## config.mk

```make
export PLATFORM = sky130hd
export DESIGN_NAME = rx_spi_deframer_flat
export DESIGN_NICKNAME = d
export VERILOG_FILES = /design/src/rtl/rx_link_pkg.sv /design/src/rtl/rx_spi_deframer_if.sv /design/src/rtl/rx_spi_sync.sv /design/src/rtl/rx_spi_deframer.sv /design/src/flat_wrapper.sv
export SDC_FILE = /design/constraint.sdc
export NUM_CORES = 1
export LEC_CHECK = 0
export CORE_ASPECT_RATIO = 1.1
export CORE_UTILIZATION = 50
export DETAILED_ROUTE_END_ITERATION = 8
export MAX_ROUTING_LAYER = met4
export PLACE_DENSITY = 0.84
export SYNTH_ARGS = -nofsm -noshare
export SYNTH_HDL_FRONTEND = slang
export SYNTH_HIERARCHICAL = 1
export SYNTH_SLANG_ARGS = --single-unit
```

## constraint.sdc

```tcl
create_clock -name Cclk -period 3.3 [get_ports Cclk]
set_input_delay 0.99 -clock Cclk [delete_from_list [all_inputs] [get_ports Cclk]]
set_output_delay 0.99 -clock Cclk [all_outputs]
set_load 0.05 [all_outputs]
```

## src/rtl/rx_link_pkg.sv

```systemverilog
// Shared receive-link constants and the deframer state type.
// Used by the SPI deframer, the memory-stage correlators and the TX framer.
package rx_link_pkg;

   localparam int unsigned PIX_PER_PKT = 80;
   localparam int unsigned HDR_BITS    = 48;
   localparam int unsigned PIX_BITS    = 12;

   localparam logic [31:0] SYNC_HS  = 32'h6cf4ae21;
   localparam logic [31:0] SYNC_VS0 = 32'h93aaaade;
   localparam logic [31:0] SYNC_VS1 = 32'h935555de;

   typedef enum logic [1:0] {
      ST_IDLE,
      ST_HEADER,
      ST_PAYLOAD,
      ST_DRAIN
   } rx_state_e;

endpackage

```

## src/rtl/rx_spi_deframer_if.sv

```systemverilog
// SPI read bus from the radio plus the deframer's outputs to the memory stage.
//   SCLK/MISO/CS_n            : SPI bus (driven by the link side)
//   RxHeader                  : high while header bits are received
//   RxAdd/RxAddValid          : line address and accept pulse
//   RxData/RxValid            : pixel word and strobe
//   RxVs0/RxVs1/RxAbort       : frame-sync and abort pulses
//   PktCount/ErrCount         : link status counters
// slave  : the deframer side
// master : the link/consumer side
interface rx_spi_deframer_if;

   logic        SCLK;
   logic        MISO;
   logic        CS_n;
   logic        RxHeader;
   logic [15:0] RxAdd;
   logic        RxAddValid;
   logic [11:0] RxData;
   logic        RxValid;
   logic        RxVs0;
   logic        RxVs1;
   logic        RxAbort;
   logic [15:0] PktCount;
   logic [15:0] ErrCount;

   modport slave (
      input  SCLK, MISO, CS_n,
      output RxHeader, RxAdd, RxAddValid, RxData, RxValid,
             RxVs0, RxVs1, RxAbort, PktCount, ErrCount
   );

   modport master (
      output SCLK, MISO, CS_n,
      input  RxHeader, RxAdd, RxAddValid, RxData, RxValid,
             RxVs0, RxVs1, RxAbort, PktCount, ErrCount
   );

endinterface

```

## src/rtl/rx_spi_sync.sv

```systemverilog
// Synchronises the asynchronous SPI bus into the Cclk domain and
// produces SCLK rising-edge and CS_n edge strobes.
//   Cclk        : system clock
//   sclk_i      : raw SPI clock
//   miso_i      : raw SPI data
//   cs_n_i      : raw chip select (active low)
//   sclk_rise_o : one-cycle strobe, synchronised SCLK 0->1
//   miso_s_o    : synchronised MISO, aligned with the SCLK stage used for edges
//   cs_fall_o   : one-cycle strobe, synchronised CS_n 1->0
//   cs_rise_o   : one-cycle strobe, synchronised CS_n 0->1
//   cs_s_o      : synchronised CS_n level
// The stages are deliberately not reset: a reset with CS_n held low must
// not manufacture a falling edge and restart a packet mid-stream.
module rx_spi_sync (
   input  logic Cclk,
   input  logic sclk_i,
   input  logic miso_i,
   input  logic cs_n_i,
   output logic sclk_rise_o,
   output logic miso_s_o,
   output logic cs_fall_o,
   output logic cs_rise_o,
   output logic cs_s_o
);

   logic [2:0] sclk_q;
   logic [1:0] miso_q;
   logic [2:0] cs_q;

   always_ff @(posedge Cclk) begin
      sclk_q <= {sclk_q[1:0], sclk_i};
      miso_q <= {miso_q[0], miso_i};
      cs_q   <= {cs_q[1:0], cs_n_i};
   end

   assign sclk_rise_o = sclk_q[1] & ~sclk_q[2];
   assign miso_s_o    = miso_q[1];
   assign cs_fall_o   = ~cs_q[1] & cs_q[2];
   assign cs_rise_o   = cs_q[1] & ~cs_q[2];
   assign cs_s_o      = cs_q[1];

endmodule

```

## src/rtl/rx_spi_deframer.sv

```systemverilog
// Splits CS_n-framed SPI packets into a 48-bit header and fixed-length
// runs of 12-bit pixels for the receive memory stage; decodes sync words
// and keeps packet/error counters.
//   Cclk : system clock (SCLK period >= 8 Cclk)
//   rst  : synchronous active-high reset
//   bus  : SPI inputs and all deframer outputs (see rx_spi_deframer_if)
//
// state      | meaning
// IDLE       | waiting for CS_n falling edge
// HEADER     | shifting 48 header bits, decode one cycle after the last
// PAYLOAD    | assembling 12-bit pixels until PIX_PER_PKT delivered
// DRAIN      | ignoring bits until CS_n returns high
module rx_spi_deframer
   import rx_link_pkg::*;
(
   input  logic             Cclk,
   input  logic             rst,
   rx_spi_deframer_if.slave bus
);

   logic sclk_rise, miso_s, cs_fall, cs_rise, cs_s;

   rx_spi_sync u_sync (
      .Cclk        (Cclk),
      .sclk_i      (bus.SCLK),
      .miso_i      (bus.MISO),
      .cs_n_i      (bus.CS_n),
      .sclk_rise_o (sclk_rise),
      .miso_s_o    (miso_s),
      .cs_fall_o   (cs_fall),
      .cs_rise_o   (cs_rise),
      .cs_s_o      (cs_s)
   );

   rx_state_e   state_q, state_d;
   logic [5:0]  bit_cnt_q, bit_cnt_d;
   logic [7:0]  pix_cnt_q, pix_cnt_d;
   logic [47:0] hdr_sr_q, hdr_sr_d;
   logic [11:0] pix_sr_q, pix_sr_d;
   logic        hdr_done_q, hdr_done_d;
   logic        pix_done_q, pix_done_d;
   logic [15:0] rx_add_q, rx_add_d;
   logic        add_vld_q, add_vld_d;
   logic [11:0] rx_data_q, rx_data_d;
   logic        rx_vld_q, rx_vld_d;
   logic        vs0_q, vs0_d;
   logic        vs1_q, vs1_d;
   logic        abort_q, abort_d;
   logic [15:0] pkt_cnt_q, pkt_cnt_d;
   logic [15:0] err_cnt_q, err_cnt_d;
   logic        err_inc;

   always_ff @(posedge Cclk) begin
      if (rst) begin
         state_q    <= ST_IDLE;
         bit_cnt_q  <= '0;
         pix_cnt_q  <= '0;
         hdr_sr_q   <= '0;
         pix_sr_q   <= '0;
         hdr_done_q <= 1'b0;
         pix_done_q <= 1'b0;
         rx_add_q   <= '0;
         add_vld_q  <= 1'b0;
         rx_data_q  <= '0;
         rx_vld_q   <= 1'b0;
         vs0_q      <= 1'b0;
         vs1_q      <= 1'b0;
         abort_q    <= 1'b0;
         pkt_cnt_q  <= '0;
         err_cnt_q  <= '0;
      end else begin
         state_q    <= state_d;
         bit_cnt_q  <= bit_cnt_d;
         pix_cnt_q  <= pix_cnt_d;
         hdr_sr_q   <= hdr_sr_d;
         pix_sr_q   <= pix_sr_d;
         hdr_done_q <= hdr_done_d;
         pix_done_q <= pix_done_d;
         rx_add_q   <= rx_add_d;
         add_vld_q  <= add_vld_d;
         rx_data_q  <= rx_data_d;
         rx_vld_q   <= rx_vld_d;
         vs0_q      <= vs0_d;
         vs1_q      <= vs1_d;
         abort_q    <= abort_d;
         pkt_cnt_q  <= pkt_cnt_d;
         err_cnt_q  <= err_cnt_d;
      end
   end

   always_comb begin
      state_d    = state_q;
      bit_cnt_d  = bit_cnt_q;
      pix_cnt_d  = pix_cnt_q;
      hdr_sr_d   = hdr_sr_q;
      pix_sr_d   = pix_sr_q;
      hdr_done_d = 1'b0;
      pix_done_d = 1'b0;
      rx_add_d   = rx_add_q;
      add_vld_d  = 1'b0;
      rx_data_d  = rx_data_q;
      rx_vld_d   = 1'b0;
      vs0_d      = 1'b0;
      vs1_d      = 1'b0;
      abort_d    = 1'b0;
      pkt_cnt_d  = pkt_cnt_q;
      err_inc    = 1'b0;

      unique case (state_q)
         ST_IDLE: begin
            if (cs_fall) begin
               state_d   = ST_HEADER;
               bit_cnt_d = '0;
            end
         end
         ST_HEADER: begin
            if (hdr_done_q) begin
               bit_cnt_d = '0;
               pix_cnt_d = '0;
               if (hdr_sr_q[47:16] == SYNC_HS) begin
                  rx_add_d  = hdr_sr_q[15:0];
                  add_vld_d = 1'b1;
                  state_d   = ST_PAYLOAD;
               end else if (hdr_sr_q[47:16] == SYNC_VS0) begin
                  vs0_d   = 1'b1;
                  state_d = ST_DRAIN;
               end else if (hdr_sr_q[47:16] == SYNC_VS1) begin
                  vs1_d   = 1'b1;
                  state_d = ST_DRAIN;
               end else begin
                  err_inc = 1'b1;
                  state_d = ST_DRAIN;
               end
            end else if (sclk_rise) begin
               hdr_sr_d = {hdr_sr_q[46:0], miso_s};
               if (bit_cnt_q == 6'(HDR_BITS - 1)) begin
                  hdr_done_d = 1'b1;
               end else begin
                  bit_cnt_d = bit_cnt_q + 6'd1;
               end
            end
         end
         ST_PAYLOAD: begin
            if (pix_done_q) begin
               rx_data_d = pix_sr_q;
               rx_vld_d  = 1'b1;
               pix_cnt_d = pix_cnt_q + 8'd1;
               if (pix_cnt_q == 8'(PIX_PER_PKT - 1)) begin
                  pkt_cnt_d = pkt_cnt_q + 16'd1;
                  state_d   = ST_DRAIN;
               end
            end else if (sclk_rise) begin
               pix_sr_d = {pix_sr_q[10:0], miso_s};
               if (bit_cnt_q == 6'(PIX_BITS - 1)) begin
                  pix_done_d = 1'b1;
                  bit_cnt_d  = '0;
               end else begin
                  bit_cnt_d = bit_cnt_q + 6'd1;
               end
            end
         end
         ST_DRAIN: begin
            if (cs_s) begin
               state_d = ST_IDLE;
            end
         end
         default: state_d = ST_IDLE;
      endcase

      // CS_n released before the packet finished: drop everything in flight.
      if ((state_q == ST_HEADER || state_q == ST_PAYLOAD) && cs_rise &&
          state_d != ST_DRAIN) begin
         state_d    = ST_IDLE;
         abort_d    = 1'b1;
         err_inc    = 1'b1;
         hdr_done_d = 1'b0;
         pix_done_d = 1'b0;
         add_vld_d  = 1'b0;
         rx_vld_d   = 1'b0;
         rx_add_d   = rx_add_q;
         rx_data_d  = rx_data_q;
      end

      err_cnt_d = err_cnt_q;
      if (err_inc && err_cnt_q != 16'hffff) begin
         err_cnt_d = err_cnt_q + 16'd1;
      end
   end

   assign bus.RxHeader   = (state_q == ST_HEADER);
   assign bus.RxAdd      = rx_add_q;
   assign bus.RxAddValid = add_vld_q;
   assign bus.RxData     = rx_data_q;
   assign bus.RxValid    = rx_vld_q;
   assign bus.RxVs0      = vs0_q;
   assign bus.RxVs1      = vs1_q;
   assign bus.RxAbort    = abort_q;
   assign bus.PktCount   = pkt_cnt_q;
   assign bus.ErrCount   = err_cnt_q;

endmodule

```

## src/flat_wrapper.sv

```systemverilog
// flat-port wrapper written by rule: the top's interface ports become plain ports
module rx_spi_deframer_flat import rx_link_pkg::*;
  (Cclk, rst, bus_SCLK, bus_MISO, bus_CS_n, bus_RxHeader, bus_RxAdd, bus_RxAddValid, bus_RxData, bus_RxValid, bus_RxVs0, bus_RxVs1, bus_RxAbort, bus_PktCount, bus_ErrCount);
  rx_spi_deframer_if bus_i ();
  input  logic Cclk;
  input  logic rst;
  input wire logic [$bits(bus_i.SCLK)-1:0] bus_SCLK;
  input wire logic [$bits(bus_i.MISO)-1:0] bus_MISO;
  input wire logic [$bits(bus_i.CS_n)-1:0] bus_CS_n;
  output wire logic [$bits(bus_i.RxHeader)-1:0] bus_RxHeader;
  output wire logic [$bits(bus_i.RxAdd)-1:0] bus_RxAdd;
  output wire logic [$bits(bus_i.RxAddValid)-1:0] bus_RxAddValid;
  output wire logic [$bits(bus_i.RxData)-1:0] bus_RxData;
  output wire logic [$bits(bus_i.RxValid)-1:0] bus_RxValid;
  output wire logic [$bits(bus_i.RxVs0)-1:0] bus_RxVs0;
  output wire logic [$bits(bus_i.RxVs1)-1:0] bus_RxVs1;
  output wire logic [$bits(bus_i.RxAbort)-1:0] bus_RxAbort;
  output wire logic [$bits(bus_i.PktCount)-1:0] bus_PktCount;
  output wire logic [$bits(bus_i.ErrCount)-1:0] bus_ErrCount;
  assign bus_i.SCLK = bus_SCLK;
  assign bus_i.MISO = bus_MISO;
  assign bus_i.CS_n = bus_CS_n;
  assign bus_RxHeader = bus_i.RxHeader;
  assign bus_RxAdd = bus_i.RxAdd;
  assign bus_RxAddValid = bus_i.RxAddValid;
  assign bus_RxData = bus_i.RxData;
  assign bus_RxValid = bus_i.RxValid;
  assign bus_RxVs0 = bus_i.RxVs0;
  assign bus_RxVs1 = bus_i.RxVs1;
  assign bus_RxAbort = bus_i.RxAbort;
  assign bus_PktCount = bus_i.PktCount;
  assign bus_ErrCount = bus_i.ErrCount;
  rx_spi_deframer u_core (.Cclk(Cclk), .rst(rst), .bus(bus_i));
endmodule
```

==> run_results.csv <==
group,metric,value,unit
status,outcome,"finished clean",
global_route,antenna_found_initial,0,
routing,vias_per_cell,5.48,
critical_path,worstReg2RegEnd,"u_core/bus.PktCount[15]",
flow_run,cap_violations,0,
worst_hold_path,holdPathEnd,"u_core/u_sync/cs_q[1]",
critical_path,r2r_slack,0.37,ns
placed_design,dpl_cell_area,6870,um^2
critical_path,path_max_fanout,5,
cts,hold_buffers,0,
sta,post-route-period-util,90.4,%
synthesis,syn-num-nets,708,
routing,vias,5067,
synthesis,synth_most_common_cell,"dfxtp_1",
floorplanning,die_y,117,um
placed_design,place.gp.congestion,0.899,
synthesis,ys_ff_latch,151,
critical_path,crit_chain,"inv_1 > ha_1 > clkdlybuf4s50_1",
finish,antenna_cells,0,
critical_path,worstRegToRegCells,8,
finish,layout-drive-gt1-share,6.98,%
cts,cts_buffers,17,
sta,layout_min_cycle_time,2.98,ns
floorplanning,die_x,107,um
cts,cts.path.max_buffers,2,
power,power_density,516,nW/um^2
global_route,grt_pass1_vias,4869,
synthesis,synthCells,695,
sta,slew_headroom,38.5,%
synthesis,yosysTopAreaCellShare,50.1,%
critical_path,critical-path-top-delay-family,"buffers and inverters",
synthesis,synth_adder_area_share,1.66,%
finish,finalNetCount,774,
critical_path,crit_type,"reg -> out",
worst_hold_path,whs_path_depth,0,
critical_path,end_kind,"output pin",
routing,wl_per_cell,14.5,um
sta,clock_skew,0.00953,ns
power,peakVddDrop,0.334,mV
synthesis,avgSynthCellArea,8.68,um^2
cts,cts_tree,"yes",
synthesis,synth_top_family_by_area,"simple AND/OR/NAND/NOR gates",
synthesis,yosys.area_share.simple,25.8,%
synthesis,synth.area.top_cells,"dfxtp_1 (50%), nand2_1 (9.1%), a21oi_1 (6.7%), mux2i_1 (5.1%), nor2_1 (4.4%)",
power,leakagePower,0.00243,uW
sta,worst_pin_slew,0.914,ns
critical_path,cp.required,2.31,ns
sta,finalHoldViolations,0,
global_route,grt_pass1_wl,22400,um
synthesis,yosys_warnings,6,
critical_path,path_buf_inv,2,
sta,setup_viol,0,
routing,drt_iter0_drc,286,
floorplanning,die_area,12500,um^2
global_route,grt_max_degree,69,
critical_path,cp.arrival,1.99,ns
synthesis,synth_area_leader_cell,"dfxtp_1",
synthesis,synthTopCellsByCount,"dfxtp_1 (151), nand2_1 (147), a21oi_1 (81), nor2_1 (70), mux2i_1 (31)",
routing,first_pass_iters,5,
synthesis,synth_cell_types,56,
floorplanning,num_rows,41,
critical_path,slowest_delay,0.88,ns
global_route,gr-total-overflow,0,
worst_hold_path,min-delay-start,"u_core/u_sync/cs_q[0]",
sta,setup_tns,0,ns
cts,cts_max_level,4,
critical_path,reg2reg_from,"u_core/state_q[0]",
critical_path,start_kind,"register",
cts,insertion_delay,0.42,ns
floorplanning,num_io_pins,71,
finish,fin_area,7440,um^2
synthesis,synthMuxAreaShare,5.14,%
finish,syn_to_final_growth,23.3,%
finish,instances_no_fill,924,
critical_path,slowest_stage,"clkdlybuf4s50_1",
global_route,grt_usage,23.2,%
synthesis,synth_compound_area_share,11.0,%
placed_design,placed_cells,892,
routing,ant_nets,0,
cts,cts-root-buf,"clkbuf_16",
sta,timing.fmax,335,MHz
worst_hold_path,hold_path_class,"reg -> reg",
power,power,3840,uW
synthesis,synth_edf_count,0,
floorplanning,start_util,52.1,%
synthesis,synth_ff_type,"dfxtp_1",
placed_design,portBuffers,70,
cts,clk_pin_slew,0.06,ns
floorplanning,core_area,11600,um^2
synthesis,yosysSeqAreaShare,50.1,%
routing,routed_wirelength,13400,um
synthesis,async_flop_share,0,%
routing,drc,0,
synthesis,synth_xor_area_share,3.48,%
sta,rsz0062_at_grt,"false",
synthesis,syn-cell-area,6040,um^2
placed_design,dpl.hpwl,8740,um
sta,slew_violations,0,
cts,cts_sinks,151,
==> area by class of cell <==
cell class                      count  area, um^2
Clock inverter                     15         144
Fill cell                         964        4150
Tap cell                          150         188
Multi-Input combinational cell    503        2850
Inverter                            9        33.8
Clock buffer                       17         425
Timing Repair Buffer               79         778
Sequential cell                   151        3020
==> layout by cell type (no fill, tap or decap), drive strengths merged, types with 15 or more instances in the layout <==
cell type | Yosys | routed
a21oi | 81 | 81
xor2 | 17 | 17
or3 | 17 | 17
clkdlybuf4s50 | 0 | 69
dfxtp | 151 | 151
mux2i | 31 | 31
clkbuf | 26 | 17
o21ai | 21 | 21
nor2 | 70 | 70
nand3 | 15 | 15
nand2 | 147 | 147
==> sequential cells by signal (all words and copies together) (netlist names), 2 cells and up <==
register,cells
u_core/u_sync/cs_q,3
u_core/state_q,2
u_core/bit_cnt_q,6
u_core/pix_cnt_q,8
u_core/u_sync/miso_q,2
u_core/u_sync/sclk_q,3
u_core/pix_sr_q,12
u_core/bus.ErrCount,16
u_core/hdr_sr_q,48
u_core/bus.PktCount,16
u_core/bus.RxAdd,16
u_core/bus.RxData,12
==> what timing repair did <==
item | in CTS | in global routing
setup endpoints to repair | 0 | 4
buffers inserted | 0 | 0
gates resized for setup | 0 | 1
==> kinds of logic after synthesis <==
family / count (synthesis)
AOI/OAI and AO/OA: 118
xor gates and xnor gates: 24
adders and majority gates: 8
buffers and inverters: 41
DFF: 151
muxes: 31
and+or+nand+nor: 322
==> routing by layer <==
layer,up-vias,share of wire (%),track usage (%),wire (um)
met5,-,0,-,0
met4,0,1.9,10.0,252
met3,23,4.5,5.43,602
met2,142,50,39.2,6680
met1,2379,44,26.3,5820
li1,2523,-,-,-
==> per-stage QoR <==
stage | hold slack [ns] | setup slack (ns) | util (%)
6_report | 0.327 | 0.317 | 64.2
5_1_grt | 0.338 | 0.120 | 64.2
4_1_cts | 0.329 | 0.236 | 64.1
3_5_place_dp | 0.312 | 0.252 | 59.2
3_3_place_gp | 0.311 | 0.486 | 59.2
2_1_floorplan | 0.310 | 0.592 | -
==> power breakdown <==
part	internal (uW)	switching [uW]
sequential	1830	8.92
combinational	45.8	111
clock	1050	789
==> worst max path at each step <==
stage | depth (start not counted) | slack, ns | to | start
after floorplan | 10 | 0.59 | u_core/bus.ErrCount[13] | u_core/state_q[1]
after CTS | 10 | 0.24 | u_core/bus.ErrCount[4] | u_core/state_q[0]
final | 3 | 0.32 | bus_RxHeader | u_core/state_q[1]
after detailed placement | 10 | 0.25 | u_core/bus.ErrCount[4] | u_core/state_q[0]
after global routing | 10 | 0.12 | u_core/bus.ErrCount[4] | u_core/state_q[0]
after global placement | 10 | 0.49 | u_core/bus.ErrCount[3] | u_core/state_q[0]
Note: power is estimated with default switching activity, not from simulation.
==> RTL edit 1 (config.mk and constraints unchanged) <==
Encoding of `rx_state_e`: now one-hot (4 bits for 4 states).
--- a/src/rtl/rx_link_pkg.sv
+++ b/src/rtl/rx_link_pkg.sv
@@ -12,7 +12,7 @@
 
-   typedef enum logic [1:0] {
-      ST_IDLE,
-      ST_HEADER,
-      ST_PAYLOAD,
-      ST_DRAIN
+   typedef enum logic [3:0] {
+      ST_IDLE    = 4'b0001,
+      ST_HEADER  = 4'b0010,
+      ST_PAYLOAD = 4'b0100,
+      ST_DRAIN   = 4'b1000
    } rx_state_e;
Behaviour: same outputs for any inputs over 10 cycles, from zero or initial values and one cycle with rst high; not proved beyond that.
==> RTL edit 1 against the original RTL <==
  * Critical path depth down 1
  * Setup slack worse by 170 ps
  * Via count up 2.6%
  * Critical endpoint unchanged
  * Critical path type unchanged
  * Worst hold slack worse by 2.6 ps
  * Non-clock buffer count down 3
  * Synthesized area up 1.9%
  * Final area up 1.3%
  * Maximum frequency down 5.5%
  * Sequential cell count up 2
  * Wire length down 1.4%
Power is not compared: it rests on default switching activity, and its combinational part moved more than twofold at a synthesized area within 25%.
==> RTL edit 1: results (changes against the original RTL) <==
outcome:
  outcome: "complete, no violations"
worst_setup_path:
  crit_arrival_ps: 2170  # +180 ps
  r2r_setup_slack_ps: 600  # +230 ps
  rr_endpoint: "u_core/bus.ErrCount[11]"
  r2r_start: "u_core/state_q[2]"
  crit_fanout: 8  # +3
cells_and_area:
  n_all_buffers: 76  # -3.8%
  nNetsFinal: 767  # -0.90%
  drive_gt1_share_pct: 7.39  # +0.42 points
  multi_input_area_share_pct: 38.6  # +0.28 points
  inv_count: 3  # -6
  comb.multi_input.count: 507  # +0.80%
  signal_buffer_area_fraction_pct: 10.0  # -0.44 points
yosys:
  syn-num-nets: 712  # +0.56%
  synth_commonest_cells: "153 x dfxtp_1, 146 x nand2_1, 82 x a21oi_1"
  syn_inst: 703  # +1.2%
  synthDistinctLibCells: 51  # -8.9%
  ys_seq_area_share_pct: 49.8  # -0.29 points
drt:
  wl_met3_um: 741  # +23%
  vias: 5197  # +2.6%
  drt-met1-wl_mm: 5.76  # -1.0%
  avgRoutedWirePerCell_um: 14.2  # -1.6%
global_routing:
  grt_pass1_vias: 4931  # +1.3%
  use_met1_pct: 26.7  # +0.38 points
  grt_usage_pct: 22.5  # -0.69 points
place:
  hpwl_mm: 8.38  # -4.1%
[RTL edit 1: changes by cell type after synthesis, sizes merged, moves of 4 or more]
cell / change
nor2: -8
clkbuf: +7
nand4: +7
and3: +6
inv: -6
xnor2: -5
ha: -4
mux2: +4
or3: -4
or4: +4
or4b: +4
[RTL edit 1: cells by family after synthesis]
| group | count (synthesis) | share of synthesized area, % |
|---|---|---|
| compound gates | 114 | 9.99 |
| xor+xnor | 22 | 3.13 |
| fa+ha+maj | 4 | 0.814 |
| buf+inv | 43 | 2.95 |
| flops | 153 | 49.8 |
| mux | 36 | 5.94 |
| simple gates | 331 | 27.4 |
[RTL edit 1: metrics by stage]
stage | area (um2) | hold WS [ps] | setup WS (ps) | power [uW]
2_1_floorplan | 6150 | 310 | 513 | 1940
3_3_place_gp | 6930 | 315 | 662 | 1960
3_5_place_dp | 6930 | 313 | 589 | 1960
4_1_cts | 7540 | 328 | 140 | 3920
5_1_grt | 7540 | 330 | 70.6 | 4010
6_report | 7540 | 324 | 144 | 3900
==> RTL edit 2 (same settings) <==
Without the edit above. Make the reset (`rst`) asynchronous in one clocked block. Comments in the files are not updated.
--- a/src/rtl/rx_spi_deframer.sv
+++ b/src/rtl/rx_spi_deframer.sv
@@ -52,3 +52,3 @@
 
-   always_ff @(posedge Cclk) begin
+   always_ff @(posedge Cclk or posedge rst) begin
       if (rst) begin
Function: differs if rst is asserted again (counterexample within 4 cycles, from zero or initial values and one cycle with rst high); with rst held inactive, the same outputs for 10 cycles.
==> RTL edit 2 against the original RTL <==
  * Sequential cell count is the same
  * Wire length shrank 10%
  * First-iteration DRC count shrank 34%
  * Core utilization grew 0.43 points
  * Final area grew 6.3%
  * Synthesized area grew 5.8%
  * Setup slack lost 130 ps
  * Critical path type unchanged
  * Critical endpoint unchanged
  * Highest routed layer unchanged
Power is not compared: it rests on default switching activity, and its combinational part moved more than twofold at a synthesized area within 25%.
==> RTL edit 2: results (changes against the original RTL) <==
outcome:
  outcome: "complete, no violations"
place:
  gp_congestion: 0.823  # -8.4%
  hpwl_mm: 8.07  # -7.7%
  placed_cell_area_um2: 7270  # +5.8%
  post-place-cells: 702  # -21%
global_routing:
  grt_max_degree: 65  # -5.8%
  grt_first_pass_wirelength_mm: 20.5  # -8.6%
  grt_pass1_vias: 4305  # -12%
  grt_usage_pct: 20.8  # -2.4 points
  use_met1_pct: 25.2  # -1.2 points
yosys:
  synth_commonest_cells: "143 x dfrtp_1, 84 x mux2_2, 29 x nand2_1"
  syn-num-nets: 498  # -30%
  synth.area.top_cells: "dfrtp_1 56%, mux2_2 15%, xnor2_1 3.3%"
  synthDistinctLibCells: 53  # -5.4%
  ys_seq_area_share_pct: 58.6  # +8.5 points
  async_reset_ff_share_pct: 94.7  # +95 points
  syn_inst: 485  # -30%
drt:
  first_pass_iters: 4  # -1
  drt_iter0_drc: 188  # -34%
  wirelength_mm: 12.0  # -10%
  vias: 4085  # -19%
cells_and_area:
  nNetsFinal: 580  # -25%
  drive_gt1_share_pct: 25.2  # +18 points
worst_setup_path:
  crit_fanout: 6  # +1
  r2r_start: "u_core/state_q[1]"
  crit_arrival_ps: 2130  # +140 ps
timing:
  slew_headroom_pct: 59.2  # +21 points
  whs_ps: 329  # +2.49 ps
  skew_ps: 16.5  # +6.95 ps
min_path:
  hold_path_startpoint: "u_core/u_sync/miso_q[0]"
clock_network:
  post-cts-setup-buffers: 0  # unchanged
-- RTL edit 2: path summary, 6_finish.rpt --
kind	to	cells past startpoint
min in group asynchronous	u_core/bus.RxData[0]	2
min	u_core/u_sync/miso_q[1]	0
min reg2reg	u_core/u_sync/miso_q[1]	0
max reg2reg	u_core/bus.ErrCount[1]	8
max in group asynchronous	u_core/hdr_sr_q[30]	3
max	bus_RxHeader	3
-- RTL edit 2: final cells by class --
cell class	count	area, um2
inverters	10	41.3
clock buffers	17	425
well taps	154	193
multi-input cells	311	2520
clock inverters	14	223
flip-flops and latches	151	3740
repair buffers	76	771
fillers	889	4330
-- RTL edit 2: layer usage --
layer  part of all wire [%]  wire, um
met5                      0         0
met4                    1.6       195
met3                    4.5       543
met2                     51      6080
met1                     43      5170
-- RTL edit 2: power groups by stage --
stage	combinational, uW	sequential [uW]	clock (uW)
3_5_place_dp	633	2080	0
6_report	634	2040	2110
3_3_place_gp	601	2060	0
4_1_cts	636	2040	2150
5_1_grt	692	2050	2240
2_1_floorplan	374	2140	0
-- RTL edit 2: critical path, delay by kind of cell (launching register included) --
family                     cells  cell delay (ps)
adders and majority gates      1              260
DFF                            1              440
buffers and inverters          2             1000
-- RTL edit 2: cells by family (layout without fill, tap and decap cells) --
logic type	after synthesis	in the layout	synth area share, %
flip-flops	151	151	58.6
AND/OR/NAND/NOR	144	144	13.1
multiplexers	93	93	16.9
AO/OA/AOI/OAI	35	35	3.59
XOR/XNOR	31	31	4.25
buffers and inverters	23	117	1.96
adder cells (fa/ha/maj)	8	8	1.57
-- RTL edit 2: through the flow --
stage | worst slack, ps | util (%)
6_report | 183 | 64.6
5_1_grt | 102 | 64.6
3_5_place_dp | 433 | 59.3
2_1_floorplan | 501 | -
4_1_cts | 178 | 64.6
3_3_place_gp | 567 | 59.3
